==> src/rtl/rom_bus_pkg.sv <==
// Shared constants for the 4001 ROM bus emulation: phase numbering and I/O opcodes.
// Latency: n/a (constants only).
// Backpressure: n/a.
package rom_bus_pkg;

    // Instruction-cycle phases, one per clock, A1 first after SYNC_N
    localparam logic [2:0] PH_A1 = 3'd0;
    localparam logic [2:0] PH_A2 = 3'd1;
    localparam logic [2:0] PH_A3 = 3'd2;
    localparam logic [2:0] PH_M1 = 3'd3;
    localparam logic [2:0] PH_M2 = 3'd4;
    localparam logic [2:0] PH_X1 = 3'd5;
    localparam logic [2:0] PH_X2 = 3'd6;
    localparam logic [2:0] PH_X3 = 3'd7;

    // I/O instruction group and the two port opcodes this block answers
    localparam logic [3:0] OPR_IO  = 4'hE;
    localparam logic [3:0] OPA_WRR = 4'h2;
    localparam logic [3:0] OPA_RDR = 4'hA;

endpackage

==> src/rtl/bus_phase_trk.sv <==
// Tracks the 8-phase instruction cycle from SYNC_N and flags out-of-place syncs.
// Latency: phase advances one step per clock; sync_err lands in the A1 after the bad sample.
// Backpressure: none, the CPU cycle cannot be stalled.
module bus_phase_trk
    import rom_bus_pkg::*;
(
    input  logic       clk,
    input  logic       rst_n,
    input  logic       sync_n,
    output logic [7:0] ph_oh,
    output logic       sync_err
);

    logic [2:0] phase;
    logic [2:0] phase_nxt;
    logic       synced;
    logic       synced_nxt;
    logic       err_nxt;

    // Next phase: acquire on first sync, wrap after X3, resync on any early sync
    always_comb begin
        phase_nxt  = phase;
        synced_nxt = synced;
        err_nxt    = 1'b0;
        if (!synced) begin
            if (!sync_n) begin
                phase_nxt  = PH_A1;
                synced_nxt = 1'b1;
            end
        end else if (phase == PH_X3) begin
            phase_nxt = PH_A1;
        end else if (!sync_n) begin
            phase_nxt = PH_A1;
            err_nxt   = 1'b1;
        end else begin
            phase_nxt = phase + 3'd1;
        end
    end

    // Phase, lock flag and error pulse registers
    always_ff @(posedge clk or negedge rst_n) begin
        if (!rst_n) begin
            phase    <= PH_A1;
            synced   <= 1'b0;
            sync_err <= 1'b0;
        end else begin
            phase    <= phase_nxt;
            synced   <= synced_nxt;
            sync_err <= err_nxt;
        end
    end

    // One-hot phase, all-zero while unsynced so nothing downstream acts
    assign ph_oh = synced ? (8'd1 << phase) : 8'd0;

endmodule

==> src/rtl/rom_bus_ctrl.sv <==
// 4001-style ROM bus partner: fetch address capture, instruction return, one 4-bit I/O port.
// Latency: mem_req in A3, rdata used in M1 (1 cycle); io_out updates at the end of X2 of a WRR.
// Backpressure: none, memory must answer in exactly one cycle.
module rom_bus_ctrl
    import rom_bus_pkg::*;
#(
    parameter logic [3:0] CHIP_ID = 4'h0
) (
    input  logic        CLK,
    input  logic        RES_N,
    input  logic        SYNC_N,
    input  logic        CM_ROM_N,
    input  logic [3:0]  BUS_I,
    output logic [3:0]  BUS_O,
    output logic        BUS_OE,
    output logic        mem_req,
    output logic [11:0] mem_addr,
    input  logic [7:0]  mem_rdata,
    input  logic [3:0]  io_in,
    output logic [3:0]  io_out,
    output logic        sync_err
);

    logic [7:0] ph_oh;
    logic [3:0] a_lo;
    logic [3:0] a_mid;
    logic [3:0] rom_lo;
    logic       io_cyc;
    logic [3:0] io_opa;
    logic       selected;
    logic       wr_en;
    logic       rd_en;
    logic       unused_x1;

    bus_phase_trk u_trk (
        .clk      (CLK),
        .rst_n    (RES_N),
        .sync_n   (SYNC_N),
        .ph_oh    (ph_oh),
        .sync_err (sync_err)
    );

    // X1 carries no bus activity for the ROM side
    assign unused_x1 = ph_oh[PH_X1];

    // Port access decodes: only the WRR/RDR opcodes of a selected chip act
    assign wr_en = ph_oh[PH_X2] && io_cyc && (io_opa == OPA_WRR) && selected;
    assign rd_en = ph_oh[PH_X2] && io_cyc && (io_opa == OPA_RDR) && selected;

    // Low and middle address nibbles; only the low opcode nibble is needed after M1
    always_ff @(posedge CLK or negedge RES_N) begin
        if (!RES_N) begin
            a_lo   <= 4'h0;
            a_mid  <= 4'h0;
            rom_lo <= 4'h0;
        end else begin
            if (ph_oh[PH_A1]) a_lo   <= BUS_I;
            if (ph_oh[PH_A2]) a_mid  <= BUS_I;
            if (ph_oh[PH_M1]) rom_lo <= mem_rdata[3:0];
        end
    end

    // I/O cycle marker, latched opcode and SRC chip select
    always_ff @(posedge CLK or negedge RES_N) begin
        if (!RES_N) begin
            io_cyc   <= 1'b0;
            io_opa   <= 4'h0;
            selected <= 1'b0;
        end else begin
            if (ph_oh[PH_M2]) begin
                io_cyc <= ~CM_ROM_N;
                io_opa <= rom_lo;
            end
            if (ph_oh[PH_X3]) io_cyc <= 1'b0;
            if (ph_oh[PH_X2] && !CM_ROM_N && !io_cyc) selected <= (BUS_I == CHIP_ID);
        end
    end

    // Output port register, loaded by WRR
    always_ff @(posedge CLK or negedge RES_N) begin
        if (!RES_N) io_out <= 4'h0;
        else if (wr_en) io_out <= BUS_I;
    end

    // Fetch strobe in A3, high address nibble taken straight off the bus
    always_comb begin
        mem_req  = ph_oh[PH_A3];
        mem_addr = 12'h000;
        if (ph_oh[PH_A3]) mem_addr = {BUS_I, a_mid, a_lo};
    end

    // Bus return: opcode high nibble in M1, low nibble in M2, port pins on RDR
    always_comb begin
        BUS_O  = 4'h0;
        BUS_OE = 1'b0;
        if (ph_oh[PH_M1]) begin
            BUS_O  = mem_rdata[7:4];
            BUS_OE = 1'b1;
        end else if (ph_oh[PH_M2]) begin
            BUS_O  = rom_lo;
            BUS_OE = 1'b1;
        end else if (rd_en) begin
            BUS_O  = io_in;
            BUS_OE = 1'b1;
        end
    end

endmodule

==> config.mk <==
export PLATFORM = sky130hd
export DESIGN_NAME = rom_bus_ctrl
export DESIGN_NICKNAME = d
export VERILOG_FILES = /design/src/rtl/rom_bus_pkg.sv /design/src/rtl/bus_phase_trk.sv /design/src/rtl/rom_bus_ctrl.sv
export SDC_FILE = /design/constraint.sdc
export NUM_CORES = 1
export LEC_CHECK = 0
export ABC_AREA = 1
export CAP_MARGIN = 20
export CORE_MARGIN = 1
export CORE_UTILIZATION = 25
export CTS_CLUSTER_SIZE = 10
export DETAILED_ROUTE_END_ITERATION = 12
export PLACE_DENSITY_LB_ADDON = 0.12
export RECOVER_POWER = 100
export SYNTH_ARGS = -nofsm -noshare
export SYNTH_HDL_FRONTEND = slang
export SYNTH_HIERARCHICAL = 1
export SYNTH_SLANG_ARGS = --single-unit
==> constraint.sdc <==
create_clock -name CLK -period 3.8 [get_ports CLK]
set_clock_uncertainty 0.05 [all_clocks]
set_input_delay 0.76 -clock CLK [delete_from_list [all_inputs] [get_ports CLK]]
set_output_delay 0.76 -clock CLK [all_outputs]
set_load 0.01 [all_outputs]
==> flow_metrics.env <==
export IMPL_cts_repair_resized=0
export IMPL_clkSinkCount=27
export IMPL_cts_root_buf="clkbuf_8"
export IMPL_yosys_warnings=6
export IMPL_max_freq_mhz=305
export IMPL_cp_arrival_ns=2.47
export IMPL_placed_area_sq_um=1970
export IMPL_tns_ns=0
export IMPL_syn_nets=214
export IMPL_grt_use_total_pct=10.5
export IMPL_ctsHoldBuffers=0
export IMPL_worstSkewPairLatency_ns=0.27
export IMPL_fin_area_sq_um=2000
export IMPL_clk_pin_slew_ns=0.10
export IMPL_critPathMaxFanout=9
export IMPL_fin_crit_ns=3.28
export IMPL_final_hold_viol_count=0
export IMPL_cts_setup_buffers=0
export IMPL_grt_antenna_before_repair=0
export IMPL_overflow=0
export IMPL_drc=0
export IMPL_drt_wirelength_per_cell_microns=9.91
export IMPL_final_fill_count=597
export IMPL_gp_congestion=0.692
export IMPL_htreeDepth=1
export IMPL_finalSetupViolCount=0
export IMPL_vias_per_cell=4.08
export IMPL_netlist_instances=188
export IMPL_p_leak_nw=1.05
export IMPL_hp_class="reg -> reg"
export IMPL_rsz0062_at_grt="no"
export IMPL_grt_max_degree=28
export IMPL_nets=258
export IMPL_dp_hpwl_microns=2250
export IMPL_coreArea_sq_um=5610
export IMPL_drv_cap=1
export IMPL_die_height_microns=78.8
export IMPL_wl_microns=3000
export IMPL_drtIter0Drc=51
export IMPL_numCtsBuffers=3
export IMPL_die_area_sq_um=6210
export IMPL_period_share_pct=86.3
export IMPL_violations="max-capacitance violations, max-slew violations"
export IMPL_endpoint_kind="output port"
export IMPL_power_density_nw_per_um2=369
export IMPL_outcome="finished with violations"
export IMPL_drt_pass1_iterations=3
export IMPL_diodes=0
export IMPL_avgSynthCellArea_sq_um=7.84
export IMPL_startpoint_type="flop"
export IMPL_clock_path_buffers=2
export IMPL_cts_tree="yes"
export IMPL_tightest_slew_ns=1.51
export IMPL_report_final_slew_viol_count=28
export IMPL_route_vias_total=1236
export IMPL_start_util_pct=26.3
export IMPL_drive_gt1_share_pct=7.36
export IMPL_first_global_vias=1130
export IMPL_vdd_drop_max_v=0.000205
export IMPL_pin_count=43
export IMPL_slew_limit_headroom_pct=-0.596
export IMPL_row_count=27
export IMPL_area_growth_pct=35.6
export IMPL_die_x_microns=78.8
export IMPL_fin_hold_ws_ns=0.434
export IMPL_syn_area_sq_um=1470
export IMPL_cp_required_ns=2.99
export IMPL_io_buffer_count=42
export IMPL_grt_pass1_wl_microns=5160
export IMPL_crit_type="reg -> out"
export IMPL_antenna_left=0
[registers in the layout, summed over array words and instances (netlist names)]
| signal | flops |
|---|---|
| a_lo | 4 |
| a_mid | 4 |
| io_cyc | 1 |
| io_opa | 4 |
| io_out | 4 |
| rom_lo | 4 |
| selected | 1 |
| u_trk/phase | 3 |
| u_trk/sync_err | 1 |
| u_trk/synced | 1 |
[per-stage QoR]
stage	worst slack, ns	std cells	util (%)	total power [mW]
after global routing	0.332	303	35.6	0.797
after detailed placement	0.896	299	35.1	0.589
after global placement	0.908	299	35.1	0.587
after CTS	0.632	303	36.0	0.762
final	0.520	303	35.6	0.738
after floorplan	1.62	188	-	0.507
[final timing paths]
| check | cells past startpoint | to | from | slack, ns |
|---|---|---|---|---|
| min | 2 | io_out[0]$_DFFE_PN0P_ | io_out[0]$_DFFE_PN0P_ | 0.43 |
| max in group asynchronous | 2 | rom_lo[3]$_DFFE_PN0P_ | RES_N | 1.49 |
| min reg2reg | 2 | io_out[0]$_DFFE_PN0P_ | io_out[0]$_DFFE_PN0P_ | 0.43 |
| max reg2reg | 9 | io_out[3]$_DFFE_PN0P_ | u_trk/phase[0]$_DFFE_PN0P_ | 2.06 |
| min in group asynchronous | 2 | a_mid[2]$_DFFE_PN0P_ | RES_N | 1.33 |
| max | 8 | BUS_O[1] | u_trk/phase[1]$_DFFE_PN0P_ | 0.52 |
[worst max-delay path, cell delays in order, from the launching register on]
cell and delay, ns:
dfrtp_1 0.41, ha_1 0.19, ha_1 0.14, nand2_1 0.05
inv_1 0.25, clkinv_1 0.33, nor2_1 0.17, a21oi_1 0.05
dlygate4sd3_1 0.60
[power by group]
group / leakage (nW) / internal (mW) / switching [mW]
clock: 0.0217 / 0.0744 / 0.0934
combinational: 0.726 / 0.0845 / 0.0981
sequential: 0.307 / 0.349 / 0.0382
[metal layers]
layer	vias to the layer above	track usage (%)	wire length, microns
li1	656	-	-
met1	553	14.1	1470
met2	25	17.0	1360
met3	2	2.99	154
met4	0	1.85	15
met5	-	0	0
[layout make-up]
class                      count  area [sq um]  area share [%]
clock buffer                   3          41.3            2.07
inverter                      36           135            6.76
sequential                    27           676            33.8
timing repair buffer          45           435            21.8
multi-input combinational    119           613            30.7
clock inverter                 1          7.51           0.376
tap                           72          90.1            4.51
[placed cells by master, fill, tap and decap left out, types with 2 or more instances in the layout]
master,count
dlygate4sd3_1,25
o21ai_2,3
clkbuf_8,3
dfrtp_1,27
clkdlybuf4s50_1,17
clkbuf_1,2
o21ai_0,6
inv_1,34
ha_1,6
nor2_1,24
nand3_1,6
nor2_2,2
a21oi_1,18
nand2_1,46
(Power assumes the default switching activity.)
